`src/rtl/fu_mul_pkg.sv`:
```
// Shared definitions for the pipelined multiply functional unit.
//   op_t          2-bit operation select
//   MUL..MULHU    operation encodings
//   stage_ctl_t   control record {valid, op} for a pipeline stage. The tag width is fixed per
//                 instance, so the tag travels next to this record rather than inside it.
//   a_is_signed / b_is_signed  operand extension rules per operation
package fu_mul_pkg;

  typedef logic [1:0] op_t;

  localparam op_t MUL    = 2'b00;  // low word of the product
  localparam op_t MULH   = 2'b01;  // high word, signed x signed
  localparam op_t MULHSU = 2'b10;  // high word, signed rs1 x unsigned rs2
  localparam op_t MULHU  = 2'b11;  // high word, unsigned x unsigned

  typedef struct packed {
    logic valid;
    op_t  op;
  } stage_ctl_t;

  // rs1 is sign-extended for MULH and MULHSU.
  function automatic logic a_is_signed(op_t op);
    return (op == MULH) || (op == MULHSU);
  endfunction

  // rs2 is sign-extended only for MULH.
  function automatic logic b_is_signed(op_t op);
    return op == MULH;
  endfunction

endpackage

```
`src/rtl/fu_mul_stage_reg.sv`:
```
// One pipeline stage register of the multiply unit.
// Ports:
//   clk_i    clock
//   clr_i    synchronous clear of the valid bit only (reset or flush)
//   en_i     stage load enable (pipeline advance)
//   valid_i  incoming valid bit
//   data_i   incoming payload (DataW bits)
//   valid_o  registered valid bit
//   data_o   registered payload; meaningless while valid_o is low
module fu_mul_stage_reg #(
  parameter int unsigned DataW = 8
) (
  input  logic             clk_i,
  input  logic             clr_i,
  input  logic             en_i,
  input  logic             valid_i,
  input  logic [DataW-1:0] data_i,
  output logic             valid_o,
  output logic [DataW-1:0] data_o
);

  logic             valid_q;
  logic [DataW-1:0] data_q;

  // Clear has priority over a load so reset and flush always win.
  always_ff @(posedge clk_i) begin
    if (clr_i) begin
      valid_q <= 1'b0;
    end else if (en_i) begin
      valid_q <= valid_i;
    end
  end

  // Payload has no reset: consumers only look at it behind the valid bit.
  always_ff @(posedge clk_i) begin
    if (en_i) begin
      data_q <= data_i;
    end
  end

  assign valid_o = valid_q;
  assign data_o  = data_q;

endmodule

```
`src/rtl/fu_mul_pipe.sv`:
```
// Pipelined integer multiply functional unit with tag, back-pressure and flush.
// Accepts one op per cycle, keeps up to LATENCY ops in flight, and preserves order.
// Ports:
//   clk        clock
//   rst        synchronous active-high reset, kills every op in flight
//   flush      synchronous kill of every op in flight; blocks acceptance this cycle
//   in_valid   op presented on op/A/B/tag_in
//   in_ready   unit can accept this cycle
//   op         00 MUL, 01 MULH, 10 MULHSU, 11 MULHU
//   A, B       operands (rs1, rs2)
//   tag_in     tag of the incoming op
//   out_valid  res/tag_out hold a completed op
//   out_ready  consumer takes the result this cycle
//   res        selected product word, 0 when out_valid is low
//   tag_out    tag of the completed op, 0 when out_valid is low
//   busy       any stage holds a valid op
module fu_mul_pipe
  import fu_mul_pkg::*;
#(
  parameter int unsigned WIDTH   = 32,
  parameter int unsigned LATENCY = 7,
  parameter int unsigned TAG_W   = 4
) (
  input  logic             clk,
  input  logic             rst,
  input  logic             flush,
  input  logic             in_valid,
  output logic             in_ready,
  input  logic [1:0]       op,
  input  logic [WIDTH-1:0] A,
  input  logic [WIDTH-1:0] B,
  input  logic [TAG_W-1:0] tag_in,
  output logic             out_valid,
  input  logic             out_ready,
  output logic [WIDTH-1:0] res,
  output logic [TAG_W-1:0] tag_out,
  output logic             busy
);

  localparam int unsigned ExtW  = WIDTH + 1;
  localparam int unsigned ProdW = 2 * WIDTH + 2;
  // Stage 1 payload: {op, tag, a_ext, b_ext}
  localparam int unsigned S1W   = 2 + TAG_W + 2 * ExtW;
  // Stage 2..LATENCY payload: {op, tag, product}
  localparam int unsigned SnW   = 2 + TAG_W + ProdW;

  if ((LATENCY < 2) || (LATENCY > 16)) begin : g_latency_check
    $fatal(1, "fu_mul_pipe: LATENCY must lie in 2..16");
  end

  // ---------------------------------------------------------------------------
  // Handshake
  // ---------------------------------------------------------------------------
  logic advance;
  logic accept;
  logic clr;

  // The whole pipe moves together; a stalled output freezes every stage.
  assign advance  = ~out_valid | out_ready;
  assign in_ready = advance & ~flush & ~rst;
  assign accept   = in_valid & in_ready;
  assign clr      = rst | flush;

  logic [LATENCY:1] valid_q;

  assign busy = |valid_q;

  // ---------------------------------------------------------------------------
  // Stage 1: operand extension
  // ---------------------------------------------------------------------------
  logic [ExtW-1:0] a_ext;
  logic [ExtW-1:0] b_ext;

  assign a_ext = {a_is_signed(op) & A[WIDTH-1], A};
  assign b_ext = {b_is_signed(op) & B[WIDTH-1], B};

  logic [S1W-1:0] s1_data;

  fu_mul_stage_reg #(
    .DataW (S1W)
  ) u_stage1 (
    .clk_i   (clk),
    .clr_i   (clr),
    .en_i    (advance),
    .valid_i (accept),
    .data_i  ({op, tag_in, a_ext, b_ext}),
    .valid_o (valid_q[1]),
    .data_o  (s1_data)
  );

  op_t              s1_op;
  logic [TAG_W-1:0] s1_tag;
  logic [ExtW-1:0]  s1_a;
  logic [ExtW-1:0]  s1_b;

  assign s1_op  = s1_data[S1W-1 -: 2];
  assign s1_tag = s1_data[2*ExtW +: TAG_W];
  assign s1_a   = s1_data[ExtW +: ExtW];
  assign s1_b   = s1_data[0 +: ExtW];

  // ---------------------------------------------------------------------------
  // Stage 2: full signed product of the extended operands. Extending both to the
  // product width first makes the multiply exact for every operand combination.
  // ---------------------------------------------------------------------------
  logic signed [ProdW-1:0] prod;

  assign prod = signed'({{(ProdW - ExtW){s1_a[ExtW-1]}}, s1_a}) *
                signed'({{(ProdW - ExtW){s1_b[ExtW-1]}}, s1_b});

  // ---------------------------------------------------------------------------
  // Stages 2..LATENCY: product register followed by pure delay
  // ---------------------------------------------------------------------------
  logic [SnW-1:0] sn_data [2:LATENCY];

  for (genvar k = 2; k <= LATENCY; k++) begin : g_stage
    logic [SnW-1:0] stage_in;

    if (k == 2) begin : g_mul
      assign stage_in = {s1_op, s1_tag, prod};
    end else begin : g_delay
      assign stage_in = sn_data[k-1];
    end

    fu_mul_stage_reg #(
      .DataW (SnW)
    ) u_stage (
      .clk_i   (clk),
      .clr_i   (clr),
      .en_i    (advance),
      .valid_i (valid_q[k-1]),
      .data_i  (stage_in),
      .valid_o (valid_q[k]),
      .data_o  (sn_data[k])
    );
  end

  // ---------------------------------------------------------------------------
  // Output select and masking
  // ---------------------------------------------------------------------------
  stage_ctl_t       out_ctl;
  logic [TAG_W-1:0] last_tag;
  logic [ProdW-1:0] last_prod;

  assign out_ctl.valid = valid_q[LATENCY];
  assign out_ctl.op    = sn_data[LATENCY][SnW-1 -: 2];
  assign last_tag      = sn_data[LATENCY][ProdW +: TAG_W];
  assign last_prod     = sn_data[LATENCY][ProdW-1:0];

  assign out_valid = out_ctl.valid;

  always_comb begin
    res     = '0;
    tag_out = '0;
    if (out_ctl.valid) begin
      tag_out = last_tag;
      if (out_ctl.op == MUL) begin
        res = last_prod[WIDTH-1:0];
      end else begin
        res = last_prod[2*WIDTH-1:WIDTH];
      end
    end
  end

  // The two guard bits above the 2*WIDTH product only keep the extended multiply exact.
  logic unused_prod_hi;
  assign unused_prod_hi = ^last_prod[ProdW-1:2*WIDTH];

endmodule
```
`config.mk`:
```
export PLATFORM = sky130hd
export DESIGN_NAME = fu_mul_pipe
export DESIGN_NICKNAME = d
export VERILOG_FILES = /design/src/rtl/fu_mul_pkg.sv /design/src/rtl/fu_mul_stage_reg.sv /design/src/rtl/fu_mul_pipe.sv
export SDC_FILE = /design/constraint.sdc
export NUM_CORES = 2
export LEC_CHECK = 0
export CORE_UTILIZATION = 32
export CTS_CLUSTER_DIAMETER = 150
export DETAILED_ROUTE_END_ITERATION = 7
export PLACE_DENSITY_LB_ADDON = 0.2
export SYNTH_ARGS = -nofsm -noshare
export SYNTH_HDL_FRONTEND = slang
export SYNTH_SLANG_ARGS = --single-unit
```
`constraint.sdc`:
```
create_clock -name clk -period 20.9 [get_ports clk]
set_clock_uncertainty 0.15 [all_clocks]
set_input_delay 4.18 -clock clk [delete_from_list [all_inputs] [get_ports clk]]
set_output_delay 4.18 -clock clk [all_outputs]
set_load 0.01 [all_outputs]
```
==> impl_metrics.env <==
export IMPL_dr_pass1_iters=8
export IMPL_hold_buffers=0
export IMPL_vias=32300
export IMPL_r2r_end="g_stage[2].u_stage.data_o[62]$_DFFE_PN_"
export IMPL_relSlewSlack_pct=30.5
export IMPL_place_congestion=0.824
export IMPL_placed_area_mm2=0.0574
export IMPL_hold_depth=0
export IMPL_numCtsBuffers=56
export IMPL_synthArstFlopShare_pct=0
export IMPL_synth_cell_type_count=66
export IMPL_drc=0
export IMPL_seq_area_frac_synth_pct=27.7
export IMPL_cts_tree="yes"
export IMPL_drtIter0Drc=2033
export IMPL_netlist_area_mm2=0.0538
export IMPL_final_cell_mix="fa_1, inv_1, nand2_1"
export IMPL_path_class="input port to output port"
export IMPL_wire_per_inst_um=20.1
export IMPL_num_fill_cells=16800
export IMPL_synth_warnings=0
export IMPL_track_usage_pct=17.1
export IMPL_ctsHtreeMaxLevel=2
export IMPL_syn_area_per_cell_um2=11.3
export IMPL_grt_pass1_vias=34800
export IMPL_cap_viol_max_count=0
export IMPL_cts_buffer_depth=3
export IMPL_finalCritPeriodShare_pct=48.6
export IMPL_grt_max_degree=148
export IMPL_cts_setup_buffers=0
export IMPL_grt_pass1_wl_um=217000
export IMPL_max_freq_mhz=98.4
export IMPL_dp_hpwl_um=104000
export IMPL_finalSetupViolations=0
export IMPL_status="finished clean"
export IMPL_worst_slew_pin_slew_ns=1.04
export IMPL_drive_gt1_share_pct=4.00
export IMPL_reg2reg_setup_slack_ns=11.96
export IMPL_die_area_mm2=0.170
export IMPL_insertion_delay_ns=0.66
export IMPL_design_area_mm2=0.0592
export IMPL_fp_row_count=150
export IMPL_antenna_left=0
export IMPL_start_kind="input port"
export IMPL_synth_seq_cells=499
export IMPL_rsz0062_at_grt="false"
export IMPL_cts_root_buf="clkbuf_16"
export IMPL_via_per_inst=4.59
export IMPL_r2r_start="u_stage1.data_o[0]$_DFFE_PN_"
export IMPL_routed_wl_um=142000
export IMPL_netlist_instances=4753
export IMPL_hold_viol=0
export IMPL_path_clk_slew_ns=0.06
export IMPL_min_path_type="flip-flop to flip-flop"
export IMPL_crit_start="out_ready"
export IMPL_die_width_um=412
export IMPL_die_h_um=412
export IMPL_grt_antenna_before_repair=11
export IMPL_fin_setup_tns_ns=0
export IMPL_seqCellArea_mm2=0.0149
export IMPL_synth_edf_count=492
export IMPL_cp_max_fo=9
export IMPL_io_pins=114
export IMPL_area_delta_synth_final_pct=10.1
export IMPL_endpoint="in_ready"
export IMPL_clock_sinks=499
export IMPL_nNetsFinal=6194
export IMPL_crit_path_end_kind="output port"
export IMPL_period_needed_ns=10.16
export IMPL_multi_input_area_mm2=0.0339
export IMPL_cts_resized_gates=0
export IMPL_maxSlewViolCount=0
export IMPL_coreArea_mm2=0.167
export IMPL_grt_overflow_total=0
export IMPL_crit_required_ns=16.57
export IMPL_worstPathArrival_ns=5.83
export IMPL_layout_commonest_cell="fa_1"
export IMPL_ff2ff_path_depth=27
export IMPL_synth_top_flop_cell="edfxtp_1"
export IMPL_initial_utilization_pct=32.2
export IMPL_syn_nets=6166
export IMPL_final_util_pct=35.4
export IMPL_port_buffers=113
## flip-flops by register name, indices dropped and copies added, names as in the netlist
register	cells
g_stage.u_stage.data_o	420
u_stage1.data_o	72
g_stage.u_stage.valid_o	6
u_stage1.valid_o	1
## metrics by stage
stage / cells / setup slack [ns] / hold slack [ns]
after CTS: 7031 / 10.73 / 0.251
after floorplan: 4753 / 6.00 / 0.250
after global routing: 7031 / 10.64 / 0.249
after global placement: 6927 / 10.74 / 0.250
after detailed placement: 6927 / 10.75 / 0.255
final: 7035 / 10.74 / 0.253
## cells by family (layout without fill, tap and decap cells)
family	after synthesis	in the layout	synth area share, %
AO/OA/AOI/OAI	213	213	2.84
XOR/XNOR	77	77	1.25
adder cells (fa/ha/maj)	1338	1338	46.9
buffers and inverters	1323	1397	9.24
flip-flops	499	499	27.7
multiplexers	1	1	0.0186
other	0	4	0
AND/OR/NAND/NOR	1302	1302	12.1
## cell usage after synthesis, types with 10 or more instances
cell      instances  area [um2]
a21boi_0         36         270
a21o_1           36         270
a21oi_1          52         260
and2_1          543        3400
clkbuf_1        220         826
edfxtp_1        492       14800
fa_1           1125       22500
ha_1            213        2670
inv_1          1103        4140
nand2_1         629        2360
nor2_1           36         135
nor2b_1          35         219
nor3_1           10        50.1
o21ai_0          14        70.1
xnor2_1          56         490
xor2_1           21         184
## how the worst min path moves through the flow
stage | start | to | slack (ns)
after global placement | g_stage[4].u_stage.data_o[70]$_DFFE_PN_ | g_stage[5].u_stage.data_o[70]$_DFFE_PN_ | 0.25
after global routing | g_stage[4].u_stage.data_o[35]$_DFFE_PN_ | g_stage[5].u_stage.data_o[35]$_DFFE_PN_ | 0.25
after CTS | g_stage[6].u_stage.data_o[20]$_DFFE_PN_ | g_stage[7].u_stage.data_o[20]$_DFFE_PN_ | 0.25
after floorplan | u_stage1.data_o[66]$_DFFE_PN_ | g_stage[2].u_stage.data_o[66]$_DFFE_PN_ | 0.25
final | g_stage[4].u_stage.data_o[37]$_DFFE_PN_ | g_stage[5].u_stage.data_o[37]$_DFFE_PN_ | 0.25
after detailed placement | g_stage[2].u_stage.data_o[17]$_DFFE_PN_ | g_stage[3].u_stage.data_o[17]$_DFFE_PN_ | 0.25
## routing by layer
layer | wire length (um) | track usage [%]
met3 | 7400 | 2.27
met4 | 2640 | 3.49
met5 | 0 | 0
met1 | 66900 | 25.0
met2 | 64700 | 27.0
## critical path, stage by stage
cell	delay, ns
clkdlybuf4s50_1	0.40
nor2b_1	0.63
nor2_1	0.11
clkdlybuf4s50_1	0.51
## cell type report
type | instances | share of cell area (%)
Sequential cell | 499 | 25.2
Multi-Input combinational cell | 2931 | 57.2
Timing Repair Buffer | 190 | 2.89
Antenna cell | 4 | 0.0169
Clock inverter | 42 | 0.583
Inverter | 1103 | 7.01
Tap cell | 2204 | 4.66
Clock buffer | 62 | 2.41
Power is left out: the tool's default activity adds up to more than one toggle a clock period on the data nets, which glitch-free logic cannot reach.
